===== config.mk =====
export PLATFORM = sky130hd
export DESIGN_NAME = alu_share_arbiter
export DESIGN_NICKNAME = d
export VERILOG_FILES = /design/src/rtl/alu_arb_pkg.sv /design/src/rtl/alu_rr_arbiter.sv /design/src/rtl/alu_share_arbiter.sv
export SDC_FILE = /design/constraint.sdc
export NUM_CORES = 1
export LEC_CHECK = 0
export CAP_MARGIN = 0
export CORE_ASPECT_RATIO = 1.25
export CORE_MARGIN = 2
export CORE_UTILIZATION = 25
export CTS_CLUSTER_DIAMETER = 100
export CTS_CLUSTER_SIZE = 8
export DETAILED_ROUTE_END_ITERATION = 10
export GPL_TIMING_DRIVEN = 0
export PLACE_DENSITY = 0.68
export SLEW_MARGIN = 20
export SYNTH_ARGS = -nofsm -noshare
export SYNTH_HDL_FRONTEND = slang
export SYNTH_HIERARCHICAL = 1
export SYNTH_SLANG_ARGS = --single-unit

===== constraint.sdc =====
create_clock -name clk -period 8.63 [get_ports clk]
set_input_delay 1.726 -clock clk [delete_from_list [all_inputs] [get_ports clk]]
set_output_delay 1.726 -clock clk [all_outputs]
set_load 0.005 [all_outputs]

===== src/rtl/alu_arb_pkg.sv =====
// alu_arb_pkg
//   Shared definitions for the ALU share arbiter: ALU operation codes,
//   FSM state encoding and requester index constants.
//   Used by alu_rr_arbiter and alu_share_arbiter.
//   Optional build macro (used by alu_rr_arbiter): ALU_ARB_FIXED_PRIO_EN.
package alu_arb_pkg;

    // ALU operation codes (4-bit encoding of the external ALU)
    localparam logic [3:0] OP_AND      = 4'd0;
    localparam logic [3:0] OP_OR       = 4'd1;
    localparam logic [3:0] OP_NOR      = 4'd2;
    localparam logic [3:0] OP_ADD      = 4'd3;
    localparam logic [3:0] OP_SUB      = 4'd4;
    localparam logic [3:0] OP_INC      = 4'd5;
    localparam logic [3:0] OP_MULTPLUS = 4'd6;
    localparam logic [3:0] OP_MOV      = 4'd7;

    typedef enum logic [1:0] {
        ST_IDLE = 2'd0,
        ST_EXEC = 2'd1,
        ST_RESP = 2'd2
    } arb_state_t;

    localparam int NUM_REQ  = 2;
    localparam int REQ_MAIN = 0;
    localparam int REQ_AUX  = 1;

endpackage


===== src/rtl/alu_rr_arbiter.sv =====
// alu_rr_arbiter
//   Two-input grant logic for the ALU share arbiter.
//   Default build: round robin. When both requesters are valid the one named
//   by the pointer wins; a lone valid requester always wins. The pointer
//   moves to the other requester when a response completes (upd).
//   ALU_ARB_FIXED_PRIO_EN defined: requester 0 always wins, no pointer.
// Ports
//   clk, reset     clock / async active-high reset
//   valid[1:0]     request valid per requester
//   upd            response handshake completed this cycle
//   upd_owner      requester whose response completed
//   grant[1:0]     one-hot winner (all zero when nothing valid)
import alu_arb_pkg::*;

module alu_rr_arbiter (
    input  logic               clk,
    input  logic               reset,
    input  logic [NUM_REQ-1:0] valid,
    input  logic               upd,
    input  logic               upd_owner,
    output logic [NUM_REQ-1:0] grant
);

`ifdef ALU_ARB_FIXED_PRIO_EN

    logic unused_fixed;
    assign unused_fixed = ^{clk, reset, upd, upd_owner};

    always_comb begin
        grant = '0;
        if (valid[REQ_MAIN])
            grant[REQ_MAIN] = 1'b1;
        else if (valid[REQ_AUX])
            grant[REQ_AUX] = 1'b1;
    end

`else

    logic ptr_q;  // requester preferred on a tie

    always_ff @(posedge clk or posedge reset) begin
        if (reset)
            ptr_q <= 1'b0;
        else if (upd)
            ptr_q <= ~upd_owner;
    end

    always_comb begin
        grant = '0;
        if (&valid)
            grant[ptr_q] = 1'b1;
        else
            grant = valid;
    end

`endif

endmodule


===== src/rtl/alu_share_arbiter.sv =====
// alu_share_arbiter
//   Shares one external combinational ALU between requester 0 (main datapath)
//   and requester 1 (auxiliary). IDLE -> EXEC -> RESP -> IDLE.
//   IDLE accepts one request, EXEC drives the ALU from latched operands
//   (1 cycle, 1+MULT_EXTRA_CYCLES for MULTPLUS), RESP holds the captured
//   result until the owner takes it.
//   Optional build macro: ALU_ARB_FIXED_PRIO_EN (fixed priority to requester 0).
// Ports
//   clk, reset                         clock / async active-high reset
//   reqN_valid/ready/op/a/b            request channel per requester
//   rspN_valid/ready/result/zero       response channel per requester
//   alu_operation/alu_a/alu_b          to ALU (registered)
//   alu_result/alu_zero                from ALU
//   busy                               FSM not in IDLE
import alu_arb_pkg::*;

module alu_share_arbiter #(
    parameter int DATA_WIDTH        = 32,
    parameter int OP_WIDTH          = 4,
    parameter int MULT_EXTRA_CYCLES = 1
) (
    input  logic                  clk,
    input  logic                  reset,
    input  logic                  req0_valid,
    output logic                  req0_ready,
    input  logic [OP_WIDTH-1:0]   req0_op,
    input  logic [DATA_WIDTH-1:0] req0_a,
    input  logic [DATA_WIDTH-1:0] req0_b,
    output logic                  rsp0_valid,
    input  logic                  rsp0_ready,
    output logic [DATA_WIDTH-1:0] rsp0_result,
    output logic                  rsp0_zero,
    input  logic                  req1_valid,
    output logic                  req1_ready,
    input  logic [OP_WIDTH-1:0]   req1_op,
    input  logic [DATA_WIDTH-1:0] req1_a,
    input  logic [DATA_WIDTH-1:0] req1_b,
    output logic                  rsp1_valid,
    input  logic                  rsp1_ready,
    output logic [DATA_WIDTH-1:0] rsp1_result,
    output logic                  rsp1_zero,
    output logic [OP_WIDTH-1:0]   alu_operation,
    output logic [DATA_WIDTH-1:0] alu_a,
    output logic [DATA_WIDTH-1:0] alu_b,
    input  logic [DATA_WIDTH-1:0] alu_result,
    input  logic                  alu_zero,
    output logic                  busy
);

    arb_state_t            state_q, state_d;
    logic [OP_WIDTH-1:0]   op_q;
    logic [DATA_WIDTH-1:0] a_q, b_q, res_q;
    logic                  zero_q;
    logic                  own_q;
    logic [3:0]            cnt_q;   // EXEC cycles remaining after this one

    logic [NUM_REQ-1:0] req_valid, req_ready, rsp_valid, rsp_ready, grant;
    logic               accept, rsp_done, acc_sel;
    logic [OP_WIDTH-1:0]   sel_op;
    logic [DATA_WIDTH-1:0] sel_a, sel_b;

    assign req_valid = {req1_valid, req0_valid};
    assign rsp_ready = {rsp1_ready, rsp0_ready};

    alu_rr_arbiter u_arb (
        .clk       (clk),
        .reset     (reset),
        .valid     (req_valid),
        .upd       (rsp_done),
        .upd_owner (own_q),
        .grant     (grant)
    );

    // Next state and handshake outputs
    always_comb begin
        state_d   = state_q;
        req_ready = '0;
        rsp_valid = '0;
        case (state_q)
            ST_IDLE: begin
                // Gated by reset so no ready leaks out while reset is held
                if (!reset)
                    req_ready = grant;
                if (|req_ready)
                    state_d = ST_EXEC;
            end
            ST_EXEC: begin
                if (cnt_q == 4'd0)
                    state_d = ST_RESP;
            end
            ST_RESP: begin
                rsp_valid[own_q] = 1'b1;
                if (rsp_ready[own_q])
                    state_d = ST_IDLE;
            end
            default: state_d = ST_IDLE;
        endcase
    end

    assign accept   = |req_ready;
    assign rsp_done = |(rsp_valid & rsp_ready);
    assign acc_sel  = req_ready[REQ_AUX];
    assign sel_op   = acc_sel ? req1_op : req0_op;
    assign sel_a    = acc_sel ? req1_a  : req0_a;
    assign sel_b    = acc_sel ? req1_b  : req0_b;

    always_ff @(posedge clk or posedge reset) begin
        if (reset)
            state_q <= ST_IDLE;
        else
            state_q <= state_d;
    end

    always_ff @(posedge clk or posedge reset) begin
        if (reset) begin
            op_q   <= '0;
            a_q    <= '0;
            b_q    <= '0;
            own_q  <= 1'b0;
            cnt_q  <= '0;
            res_q  <= '0;
            zero_q <= 1'b0;
        end else begin
            if (accept) begin
                op_q  <= sel_op;
                a_q   <= sel_a;
                b_q   <= sel_b;
                own_q <= acc_sel;
                cnt_q <= (sel_op == OP_WIDTH'(OP_MULTPLUS)) ? 4'(MULT_EXTRA_CYCLES) : 4'd0;
            end
            if (state_q == ST_EXEC) begin
                if (cnt_q != 4'd0) begin
                    cnt_q <= cnt_q - 4'd1;
                end else begin
                    res_q  <= alu_result;
                    zero_q <= alu_zero;
                end
            end
        end
    end

    // ALU sees only the latched operands, so it is quiet outside EXEC
    assign alu_operation = op_q;
    assign alu_a         = a_q;
    assign alu_b         = b_q;

    assign req0_ready  = req_ready[REQ_MAIN];
    assign req1_ready  = req_ready[REQ_AUX];
    assign rsp0_valid  = rsp_valid[REQ_MAIN];
    assign rsp1_valid  = rsp_valid[REQ_AUX];
    assign rsp0_result = res_q;
    assign rsp1_result = res_q;
    assign rsp0_zero   = zero_q;
    assign rsp1_zero   = zero_q;
    assign busy        = (state_q != ST_IDLE);

endmodule

==> results.json <==
{
  "outcome": "finished, final reports clean",
  "clk_latency_ns": 0.35,
  "synthSimpleGateAreaFrac_pct": 17.57,
  "yosys_warnings": 6,
  "rows": 58,
  "max_freq_mhz": 171.9,
  "cts_tree": "done",
  "numCtsBuffers": 9,
  "synth_top_area_cell": "dfrtp_1",
  "route.detailed.drc": 0,
  "cts.clk_slew.worst_paths_ns": 0.08,
  "synth_cell_types": 38,
  "die_w_um": 132.4,
  "p_comb_share_pct": 52.8,
  "synth.most_common_cell": "nand2_1",
  "ys_seq_elements": 109,
  "wl_mm": 18.24,
  "fin_crit_sh_pct": 67.42,
  "grt_pass1_wl_mm": 28.01,
  "grt_pass1_vias": 4968,
  "cts_hold_buf": 0,
  "initial_core_util_pct": 25.53,
  "hold_class": "reg2reg",
  "r2r_setup_slack_ns": 6.26,
  "synth_fa_ha_area_share_pct": 0.2430,
  "antenna_found_initial": 0,
  "root_buffer": "clkbuf_16",
  "place_hpwl_mm": 13.96,
  "relSlewSlack_pct": 49.55,
  "swShare_pct": 30.83,
  "dr.pass1.iters": 4,
  "route.met3.wl_mm": 1.389,
  "leakage_nw": 3.903,
  "grt_overflow": 0,
  "n_antenna_cell": 0,
  "powerDensity_nw_per_um2": 329.0,
  "port_buffers": 313,
  "synth.area.top_cells": "dfrtp_1, nand2_1, mux2_4",
  "endpoint_kind": "output port",
  "syn_area_um2": 5150,
  "synth_edf_count": 0,
  "hold_violations": 0,
  "ant_nets": 0,
  "worst_pin_slew_ns": 0.7567,
  "drive_above_1_share_pct": 12.37,
  "r2r_cells": 7,
  "synth_top_family_by_area": "simple AND/OR/NAND/NOR gates",
  "yosys-top-cells-count": "nand2_1, dfrtp_1, nor2_1",
  "cts_resized": 0,
  "setup_viol": 0,
  "r2r-end": "alu_a[18]",
  "crit_type": "in2out",
  "vias_per_cell": 4.453,
  "fin_crit_ns": 5.818,
  "switchingPower_mw": 0.9075,
  "wl_met2_mm": 9.032,
  "synth_fp_nets": 704,
  "syn_inst": 528,
  "synth_xor_xnor_area_share_pct": 0.1701,
  "dr_total_vias": 5019,
  "top_layer": "met4",
  "die_y_um": 164.5,
  "wire_per_inst_um": 16.18,
  "synthMuxAreaShare_pct": 9.718,
  "crit_fanout": 10,
  "yosysSeqAreaShare_pct": 52.96,
  "fillCellCount": 2043,
  "die_area_um2": 21770,
  "r2r_start": "u_arb/ptr_q",
  "fin_worst_skew_ns": 0.009804,
  "final_nets": 1029,
  "place_ws_ns": 2.761,
  "slew_violations": 0,
  "drt-met1-wl_mm": 7.525,
  "pwr-share-seq_pct": 32.5,
  "cts.sinks": 109,
  "clkPwrFrac_pct": 14.7,
  "cp.arrival_ns": 4.09,
  "synth_compound_area_share_pct": 9.888,
  "setup_tns_ns": 0,
  "pin_count": 314,
  "cts_setup_buffers": 0,
  "crit_required_ns": 6.90,
  "utilization_pct": 44.36,
  "synth_top_area_share_pct": 52.96,
  "gp_congestion": 0.7587,
  "rsz0062_at_grt": "no",
  "whs_path_depth": 1,
  "synth_area_per_cell_um2": 9.754,
  "start_kind": "input pin",
  "track_usage_pct": 16.41,
  "core_area_um2": 20170,
  "cts_max_path_buffers": 2,
  "drt_iter0_drc": 101,
  "intPower_mw": 2.037,
  "setup_ws_ns": 2.812,
  "ys.flop_type": "dfrtp_1",
  "maxCapViolations": 0,
  "hp-start": "own_q",
  "area_growth_syn_to_layout_pct": 73.76,
  "htree_levels": 3,
  "hold_end": "u_arb/ptr_q",
  "ys_async_sr_fraction_pct": 100.0,
  "grt_max_degree": 60,
  "peakVddDrop_v": 0.0001301
}
[stage by stage]
stage | hold slack (ns) | power (mW) | instance area [µm²] | std cells
finish | 0.5319 | 2.944 | 8949 | 1127
CTS | 0.5335 | 2.983 | 8949 | 1127
detailed placement | 0.5184 | 2.537 | 8653 | 1112
global route | 0.5545 | 3.129 | 8949 | 1127
global placement | 0.5092 | 2.506 | 8621 | 1111
floorplan | 0.4848 | 1.621 | 5150 | 528
[power groups by stage]
stage          combinational (mW)  sequential (mW)  clock [mW]
2_1_floorplan               0.663            0.958           0
3_3_place_gp                 1.55            0.958           0
3_5_place_dp                 1.58            0.961           0
4_1_cts                      1.58            0.958       0.445
5_1_grt                      1.67            0.993       0.462
6_report                     1.55            0.956       0.433
[critical path: stages]
cell and delay [ns]:
clkdlybuf4s50_1 0.49, a21boi_0 0.22, or4b_1 0.44, buf_2 0.22, inv_2 0.20, buf_2 0.26
clkdlybuf4s50_1 0.54
[worst max path at each step]
stage,to,slack (ns),from
after floorplan,alu_a[0],4.06,reset
after global placement,alu_a[4],2.03,reset
after detailed placement,req0_ready,2.76,req0_valid
after CTS,req0_ready,2.75,req0_valid
after global routing,req0_ready,2.63,req0_valid
final,req0_ready,2.81,req0_valid
[layout make-up]
cell class	count	area (µm²)	area share, %
Timing Repair Buffer	314	3161	35.32
Sequential cell	109	2728	30.48
Multi-Input combinational cell	342	1936	21.63
Buffer	68	452.9	5.062
Tap cell	270	337.8	3.775
Clock buffer	9	225.2	2.517
Clock inverter	6	70.07	0.7830
Inverter	9	38.79	0.4334
[layout by cell type, fill, tap and decap left out, drive strengths merged]
cell type | synthesis | final
clkdlybuf4s50 | 0 | 313
nand2 | 139 | 139
dfrtp | 109 | 109
nor2 | 73 | 73
a31oi | 68 | 68
buf | 51 | 52
mux2 | 33 | 33
clkbuf | 17 | 26
inv | 9 | 11
clkinv | 0 | 3
nand2b | 2 | 2
nor3 | 2 | 2
mux2i | 2 | 2
o21ai | 2 | 2
or3b | 2 | 2
or4b | 2 | 2
a21boi | 2 | 2
or2 | 1 | 1
nor2b | 1 | 1
nor4bb | 1 | 1
or4bb | 1 | 1
a32o | 1 | 1
a311oi | 1 | 1
nand3 | 1 | 1
o21ba | 1 | 1
o21bai | 1 | 1
nand3b | 1 | 1
a22o | 1 | 1
xnor2 | 1 | 1
o2bb2ai | 1 | 1
ha | 1 | 1
bufinv | 0 | 1
a21oi | 1 | 1
[layer usage]
layer	up-vias	GRT usage, %
li1	2386	-
met1	2412	19.71
met2	204	28.36
met3	17	5.034
met4	0	4.839
met5	-	0
[cell families after synthesis]
group,after synthesis
compound gates,79
fa+ha+maj,1
xor+xnor,1
simple gates,226
flops,109
mux,35
buf+inv,77
[registers in the layout, indices dropped and copies added (netlist names)]
name / count
alu_a: 32
alu_b: 32
alu_operation: 4
cnt_q: 4
own_q: 1
rsp0_result: 32
rsp0_zero: 1
state_q: 2
u_arb/ptr_q: 1
Power figures use the tool's default switching activity.
